### config.mk
export PLATFORM = sky130hd
export DESIGN_NAME = fib_dispatch
export DESIGN_NICKNAME = d
export VERILOG_FILES = /design/src/rtl/fib_dispatch.sv
export SDC_FILE = /design/constraint.sdc
export NUM_CORES = 1
export LEC_CHECK = 0
export ABC_CLOCK_PERIOD_IN_PS = 4000
export CAP_MARGIN = 5
export CORE_MARGIN = 10
export CORE_UTILIZATION = 51
export DETAILED_ROUTE_END_ITERATION = 10
export GPL_ROUTABILITY_DRIVEN = 1
export HOLD_SLACK_MARGIN = 0.06
export PLACE_DENSITY = 0.85
export SYNTH_ARGS = -nofsm -noshare
export SYNTH_HDL_FRONTEND = slang
export SYNTH_SLANG_ARGS = --single-unit
export TNS_END_PERCENT = 30
### constraint.sdc
create_clock -name clk -period 4 [get_ports clk]
set_clock_uncertainty 0.1 [all_clocks]
set_input_delay 1.2 -clock clk [delete_from_list [all_inputs] [get_ports clk]]
set_output_delay 1.2 -clock clk [all_outputs]
set_load 0.005 [all_outputs]
### src/rtl/fib_dispatch.sv
// fib_dispatch: request FIFO feeding a single-outstanding Fibonacci controller,
// with a held response port. Define FIB_TIMEOUT_EN to add a watchdog that ends a
// stalled controller handshake with an error response after TIMEOUT cycles.
module fib_dispatch #(
    parameter int unsigned DEPTH   = 4,
    parameter int unsigned RW      = 32,
    parameter int unsigned TIMEOUT = 64
) (
    input  logic          clk,
    input  logic          rst_n,
    input  logic          req_valid,
    output logic          req_ready,
    input  logic [4:0]    req_i,
    output logic          fib_start,
    output logic [4:0]    fib_i,
    input  logic          fib_done,
    input  logic [RW-1:0] fib_result,
    output logic          rsp_valid,
    input  logic          rsp_ready,
    output logic [RW-1:0] rsp_data,
    output logic [4:0]    rsp_i,
    output logic          rsp_err,
    output logic          busy
);
    localparam int unsigned AW = $clog2(DEPTH);

    typedef enum logic [2:0] {StHoldoff, StIdle, StIssue, StWait, StResp} state_e;

    // Elaboration-time parameter sanity checks.
    if (DEPTH < 2 || DEPTH > 16 || (DEPTH & (DEPTH - 1)) != 0) begin : g_bad_depth
        $error("DEPTH must be a power of two in 2..16");
    end
    if (TIMEOUT < 1) begin : g_bad_timeout
        $error("TIMEOUT must be at least 1");
    end

    state_e        state_q, state_d;
    logic          hold_q, hold_d;
    logic [4:0]    mem_q [DEPTH];
    logic [AW-1:0] wptr_q, rptr_q;
    logic [AW:0]   cnt_q, cnt_d;
    logic          push, pop, full, empty;
    logic          fib_start_q, fib_start_d;
    logic [4:0]    fib_i_q, fib_i_d;
    logic          rsp_valid_q, rsp_valid_d;
    logic [RW-1:0] rsp_data_q, rsp_data_d;
    logic [4:0]    rsp_i_q, rsp_i_d;

    assign full      = (cnt_q == (AW + 1)'(DEPTH));
    assign empty     = (cnt_q == '0);
    // No bypass: a full FIFO refuses a push even when the FSM pops in the same cycle.
    assign req_ready = rst_n && !full;
    assign push      = req_valid && req_ready;
    assign busy      = rst_n && (!empty || (state_q != StIdle));

    assign fib_start = fib_start_q;
    assign fib_i     = fib_i_q;
    assign rsp_valid = rsp_valid_q;
    assign rsp_data  = rsp_data_q;
    assign rsp_i     = rsp_i_q;

    // FIFO storage; validity is tracked by the count, so no reset is needed.
    always_ff @(posedge clk) begin
        if (push) begin
            mem_q[wptr_q] <= req_i;
        end
    end

    // FIFO occupancy: simultaneous push and pop leaves the count unchanged.
    always_comb begin
        cnt_d = cnt_q;
        if (push && !pop) begin
            cnt_d = cnt_q + (AW + 1)'(1);
        end else if (pop && !push) begin
            cnt_d = cnt_q - (AW + 1)'(1);
        end
    end

    // FIFO pointers wrap naturally because DEPTH is a power of two.
    always_ff @(posedge clk or negedge rst_n) begin
        if (!rst_n) begin
            wptr_q <= '0;
            rptr_q <= '0;
            cnt_q  <= '0;
        end else begin
            if (push) wptr_q <= wptr_q + AW'(1);
            if (pop)  rptr_q <= rptr_q + AW'(1);
            cnt_q <= cnt_d;
        end
    end

`ifdef FIB_TIMEOUT_EN
    localparam int unsigned TW = $clog2(TIMEOUT + 1);

    logic [TW-1:0] to_cnt_q, to_cnt_d;
    logic          timeout;
    logic          rsp_err_q, rsp_err_d;

    assign timeout = (to_cnt_q == TW'(TIMEOUT - 1));
    assign rsp_err = rsp_err_q;

    // Watchdog: cleared while issuing, counts each cycle spent waiting on the controller.
    always_comb begin
        to_cnt_d = to_cnt_q;
        if (state_q == StIssue) begin
            to_cnt_d = '0;
        end else if (state_q == StWait) begin
            to_cnt_d = to_cnt_q + TW'(1);
        end
    end

    // Watchdog counter register.
    always_ff @(posedge clk or negedge rst_n) begin
        if (!rst_n) begin
            to_cnt_q <= '0;
        end else begin
            to_cnt_q <= to_cnt_d;
        end
    end
`else
    assign rsp_err = 1'b0;
`endif

    // Next-state and registered-output logic of the dispatch FSM.
    always_comb begin
        state_d     = state_q;
        hold_d      = hold_q;
        pop         = 1'b0;
        fib_start_d = 1'b0;
        fib_i_d     = fib_i_q;
        rsp_valid_d = rsp_valid_q;
        rsp_data_d  = rsp_data_q;
        rsp_i_d     = rsp_i_q;
`ifdef FIB_TIMEOUT_EN
        rsp_err_d   = rsp_err_q;
`endif
        unique case (state_q)
            StHoldoff: begin
                hold_d = 1'b1;
                if (hold_q) state_d = StIdle;
            end
            StIdle: begin
                if (!empty) begin
                    pop         = 1'b1;
                    fib_i_d     = mem_q[rptr_q];
                    fib_start_d = 1'b1;
                    state_d     = StIssue;
                end
            end
            StIssue: state_d = StWait;
            StWait: begin
                // fib_done wins over a simultaneous timeout.
                if (fib_done) begin
                    rsp_data_d  = fib_result;
                    rsp_i_d     = fib_i_q;
                    rsp_valid_d = 1'b1;
`ifdef FIB_TIMEOUT_EN
                    rsp_err_d   = 1'b0;
`endif
                    state_d     = StResp;
`ifdef FIB_TIMEOUT_EN
                end else if (timeout) begin
                    rsp_data_d  = '0;
                    rsp_i_d     = fib_i_q;
                    rsp_valid_d = 1'b1;
                    rsp_err_d   = 1'b1;
                    state_d     = StResp;
`endif
                end
            end
            StResp: begin
                if (rsp_ready) begin
                    rsp_valid_d = 1'b0;
                    state_d     = StIdle;
                end
            end
            default: state_d = StHoldoff;
        endcase
    end

    // FSM state and registered outputs.
    always_ff @(posedge clk or negedge rst_n) begin
        if (!rst_n) begin
            state_q     <= StHoldoff;
            hold_q      <= 1'b0;
            fib_start_q <= 1'b0;
            fib_i_q     <= '0;
            rsp_valid_q <= 1'b0;
            rsp_data_q  <= '0;
            rsp_i_q     <= '0;
`ifdef FIB_TIMEOUT_EN
            rsp_err_q   <= 1'b0;
`endif
        end else begin
            state_q     <= state_d;
            hold_q      <= hold_d;
            fib_start_q <= fib_start_d;
            fib_i_q     <= fib_i_d;
            rsp_valid_q <= rsp_valid_d;
            rsp_data_q  <= rsp_data_d;
            rsp_i_q     <= rsp_i_d;
`ifdef FIB_TIMEOUT_EN
            rsp_err_q   <= rsp_err_d;
`endif
        end
    end

endmodule

; Word level (Yosys, flattened, before mapping)
; Memories as Yosys holds them, arrays and structs flattened. A register that Yosys moved wholly into a read port is not among the register bits.
; Index checks and enable logic that the tools add are counted.
[classes]
reduce_logical = 19
n_mux = 14
eq_ne = 10
bitwise = 1
add_sub_neg = 4
[ops]
columns = operator, n
row1 = $mux W3, 6
row2 = $pmux W3 S5, 1
row3 = $ne A2 B2 Y1 const B, 4
row4 = $eq A3 B2 Y1 const B, 2
row5 = $eq A3 B3 Y1 const B, 2
row6 = $logic_not A3 Y1, 2
row7 = $mux W1, 6
row8 = $logic_and A1 B1 Y1, 5
row9 = $logic_not A1 Y1, 5
row10 = $add A2 B1 Y2 const B, 2
row11 = $reduce_and A2 Y1, 2
row12 = $reduce_and A4 Y1, 1
row13 = $reduce_bool A2 Y1, 2
row14 = $add A3 B1 Y3 const B, 1
row15 = $eq A3 B1 Y1 const B, 1
row16 = $ne A3 B1 Y1 const B, 1
row17 = $reduce_and A3 Y1, 1
row18 = $sub A3 B1 Y3 const B, 1
row19 = $pmux W1 S2, 1
row20 = $logic_or A1 B1 Y1, 1
row21 = $not A1 Y1, 1
[totals]
in_bits = 42
reg_bits = 50
out_inout_bits = 47
ramBits = 20
wordCells = 58
memories = 1
[mem_list]
columns = memory, depth, width, rd, rd_ports_with_merged_regs, wr, line
row1 = mem_q, 4, 5, 1, 1, 1, 39  ; logic [4:0] mem_q [DEPTH];

; Logic depth before layout (Yosys ltp)
[logic_depth]
ltp_word = 8
ltp_mapped = 9
ltp_nobuf = 8

; Worst setup path after synthesis
; No wires, ideal clock.
[synth_path]
path_kind = input -> output
from = in rst_n
to = out busy
path_stages = 2
arrival_time_ns = 1.384
slack_ns = 1.316
path_buffers = 0
path_cell_list = inv_1 -> a31oi_1
[synth_between]
elab_chain_cells = 1
[synth_lines]
columns = item, line
row1 = "start, declared", 10  ; input logic rst_n,
row2 = $logic_and A1 B1 Y1, 54  ; assign busy = rst_n && (!empty || (state_q != StIdle));
row3 = "end, declared", 23  ; output logic busy
; Every way passes these cells.

; Final worst setup path
; Ends and elaborated chain as after synthesis.

==> implementation parameters <==
Parameter                              Value

Outcome
  Result of the run    complete, no violations

Drt
  Routed length per instance    approximately 18 um
  Routed via count divided by cell count    between 5 and 6
  Number of design rule violations left after detail routing    0
  Routed Antenna Nets    0
  First-pass detailed-route iteration total    4
  Initial DRC count    89
  Post-detailed-routing wire length    ~6500 um
  Via Count    1784

Clock network
  Number of levels in the clock H-tree    3
  Number of gates resized after cts    0
  Maximum root-to-sink buffer count    2
  Count of hold-fix buffers inserted at cts    0
  Number of sinks driven by the clock tree    75
  Setup bufs post-CTS    0
  Clock latency of the later-clocked register in the worst-skew pair    around 0.34 ns
  Root buffer cell    sky130_fd_sc_hd__clkbuf_8
  Clock transition at the registers of the reported paths    around 0.070 ns
  Clock buffer count from CTS    9
  Clock tree from TritonCTS    done

Timing
  Fin Setup TNS    0 ns
  Maximum achievable frequency    ~300 MHz
  Min Clock Period, post-route    approximately 3.3 ns
  Final number of hold-violating endpoints    0
  Count of final max-slew check failures    0
  Slew of the pin with the lowest slew margin    0.685 ns
  Fraction of the cycle the final worst path needs    0.830
  Max-slew headroom at the worst pin    0.543
  Unrepaired setup endpoints after global routing    false
  Setup violations, final    0

Power
  Cell Int Power    approximately 0.0024 W
  Combinational share of power    0.394
  Power density over the cells    approximately 780 mW/mm^2
  Switching power as a share of total power    0.275
  Part of the total power dissipated in sequential elements    0.397
  Largest vdd supply drop    approximately 500 uV
  NetSw    0.000918 W
  Clk network pwr share    0.209
  Leakage power total    ~1.8 nW

Synth
  Cell type contributing the most total cell area after synthesis    sky130_fd_sc_hd__dfrtp_1
  Post-synth EDFFs    20
  Avg Synthesized Cell Area    around 17 um^2
  Synthesized Nets    231
  Number of distinct standard cells referenced by the synthesized netlist    38
  Cells taking the most area after synthesis    sky130_fd_sc_hd__dfrtp_1 44%, sky130_fd_sc_hd__edfxtp_1 19%, sky130_fd_sc_hd__mux2_4 11%
  Synthesis warning total    0
  Netlist area before placement    0.00315 mm^2
  Synth top area share    0.437
  Synth Register Bits    75
  Register area share after synthesis    0.628
  Share of async-settable or async-resettable flops after synthesis    0.733
  Dominant synthesized flop cell    sky130_fd_sc_hd__dfrtp_1
  Gate Count Post-Synth    ~180

Min path
  Class of the tightest hold or removal check    reg2reg
  Hold Crit Endpoint    rsp_i[4]
  Hold Path Depth    1
  Hold path startpoint    rsp_i[4]

Final layout
  Fraction of layout instances using a drive strength above 1    0.258
  Fill cells    403
  Final net count    roughly 320
  Utilization of the core after routing    0.717
  Final antenna diode count    0
  Commonest cells after routing, fill and taps aside    86 x sky130_fd_sc_hd__clkdlybuf4s50_1, 55 x sky130_fd_sc_hd__dfrtp_1, 24 x sky130_fd_sc_hd__mux2_4
  Synth-to-layout area growth    35.7%
  Sequential cell area    ~0.0020 mm^2
  Area of the multi-input gates    0.00105 mm^2
  Leading cell type in the layout, fill and taps excluded    sky130_fd_sc_hd__clkdlybuf4s50_1

Floorplanning
  Starting density of the core    0.528
  Floorplan Core Area    slightly below 0.006 mm^2
  Total Die Area    between 0.009 and 0.01 mm^2
  Y dimension of the die    98.6 um
  Top-level I/O count    89
  Number of cell rows    28
  Die Span X    just under 100 um

Setup path
  Critical Path Source Type    primary input
  Arrival @ worst endpoint    between 2 and 2.5 ns
  CP Launch Point    rst_n
  CP peak stage delay    around 0.53 ns
  Data required time at the worst endpoint    about 2.7 ns
  Setup slack on the worst flop-to-flop path    1.68 ns
  Critical Path Slowest Stage Cell    sky130_fd_sc_hd__clkdlybuf4s50_1
  List of cells traversed by the critical path    buf_2, inv_1, a31oi_1, clkdlybuf4s50_1
  Endpoint type of the worst setup path    primary output
  Setup Crit Path Kind    in2out
  FF-to-FF path depth    6
  Endpoint of the worst-slack reg-to-reg timing path    cnt_q[1]
  Crit Reg-Reg Startpoint    state_q[0]
  CP max FO    2

Global routing
  Initial antenna violation count    0
  Total overflow reported by the global router    0
  Largest net degree at the start of global routing    57
  Global routing usage summed across all routing layers    0.135
  Wire length of the first global-routing pass    between 10000 and 15000 um
  Via count of the first global-routing pass    2013

Placement
  IO Port Bufs    87
  Gp weighted congestion    roughly 0.76
  Placed wire-length estimate after detailed placement    4690 um

Run
  Number of max-capacitance violations reported    0
## critical path: cells and delay by family
kind	cells	cell delay, ns
AOI/OAI and AO/OA	1	0.14
buffers and inverters	3	0.69
## through the flow
step           instance area, um^2  setup slack, ns  std cells  hold slack [ns]  power, W
3_5_place_dp                  4030            0.449        338            0.359   0.00266
4_1_cts                       4270            0.667        354            0.411   0.00338
5_1_grt                       4270            0.578        354            0.424   0.00353
2_1_floorplan                 3150             1.32        183            0.341   0.00204
6_report                      4270            0.681        354            0.406   0.00334
3_3_place_gp                  4030            0.497        338            0.352   0.00261
## Yosys cell counts (all sizes together), types with 2 or more instances
master and count:
mux2 44, nor2 2, a21oi 2, a31oi 2, buf 9, mux4 5
inv 8, xnor2 5, edfxtp 20, nand2 3, ha 5, and2 4
dfrtp 55, nor3 2
## how the worst max path moves through the flow
stage	to	cells after the start	slack, ns
after floorplan	busy	2	1.32
after global placement	cnt_q[2]	9	0.50
after detailed placement	cnt_q[2]	9	0.45
after CTS	busy	4	0.67
after global routing	cnt_q[2]	9	0.58
final	busy	4	0.68
## cells by family after synthesis
group / count (synthesis) / synth area share
AND/OR/NAND/NOR: 18 / 0.0410
AO/OA/AOI/OAI: 10 / 0.0223
multiplexers: 50 / 0.225
other: 1 / 0.00119
buffers and inverters: 17 / 0.0394
adder cells (fa/ha/maj): 6 / 0.0262
XOR/XNOR: 6 / 0.0167
flip-flops: 75 / 0.628
## routing by layer
| metal | vias to the layer above | part of all wire | global-route usage |
|---|---|---|---|
| met5 | - | 0 | 0 |
| met4 | 0 | 0.012 | 0.0496 |
| met3 | 5 | 0.052 | 0.0510 |
| met2 | 40 | 0.54 | 0.234 |
| met1 | 907 | 0.40 | 0.148 |
| li1 | 832 | - | - |
## final cells by class
class,count,share of cell area
Clock buffer,12,0.0340
Clock inverter,4,0.0229
Inverter,8,0.00703
Multi-Input combinational cell,91,0.245
Sequential cell,75,0.463
Tap cell,75,0.0220
Timing Repair Buffer,89,0.206
## flip-flops by register name (all words and copies together), names as in the netlist
name / count
cnt_q: 3
fib_i: 5
fib_start: 1
hold_q: 1
mem_q: 20
rptr_q: 2
rsp_data: 32
rsp_i: 5
rsp_valid: 1
state_q: 3
wptr_q: 2
## power groups by stage
stage | clock network, W | registers [W] | logic (W)
after CTS | 0.000708 | 0.00133 | 0.00135
final | 0.000699 | 0.00132 | 0.00131
after detailed placement | 0 | 0.00134 | 0.00132
after floorplan | 0 | 0.00127 | 0.000769
after global routing | 0.000745 | 0.00137 | 0.00141
after global placement | 0 | 0.00132 | 0.00129
(Power assumes the default switching activity.)
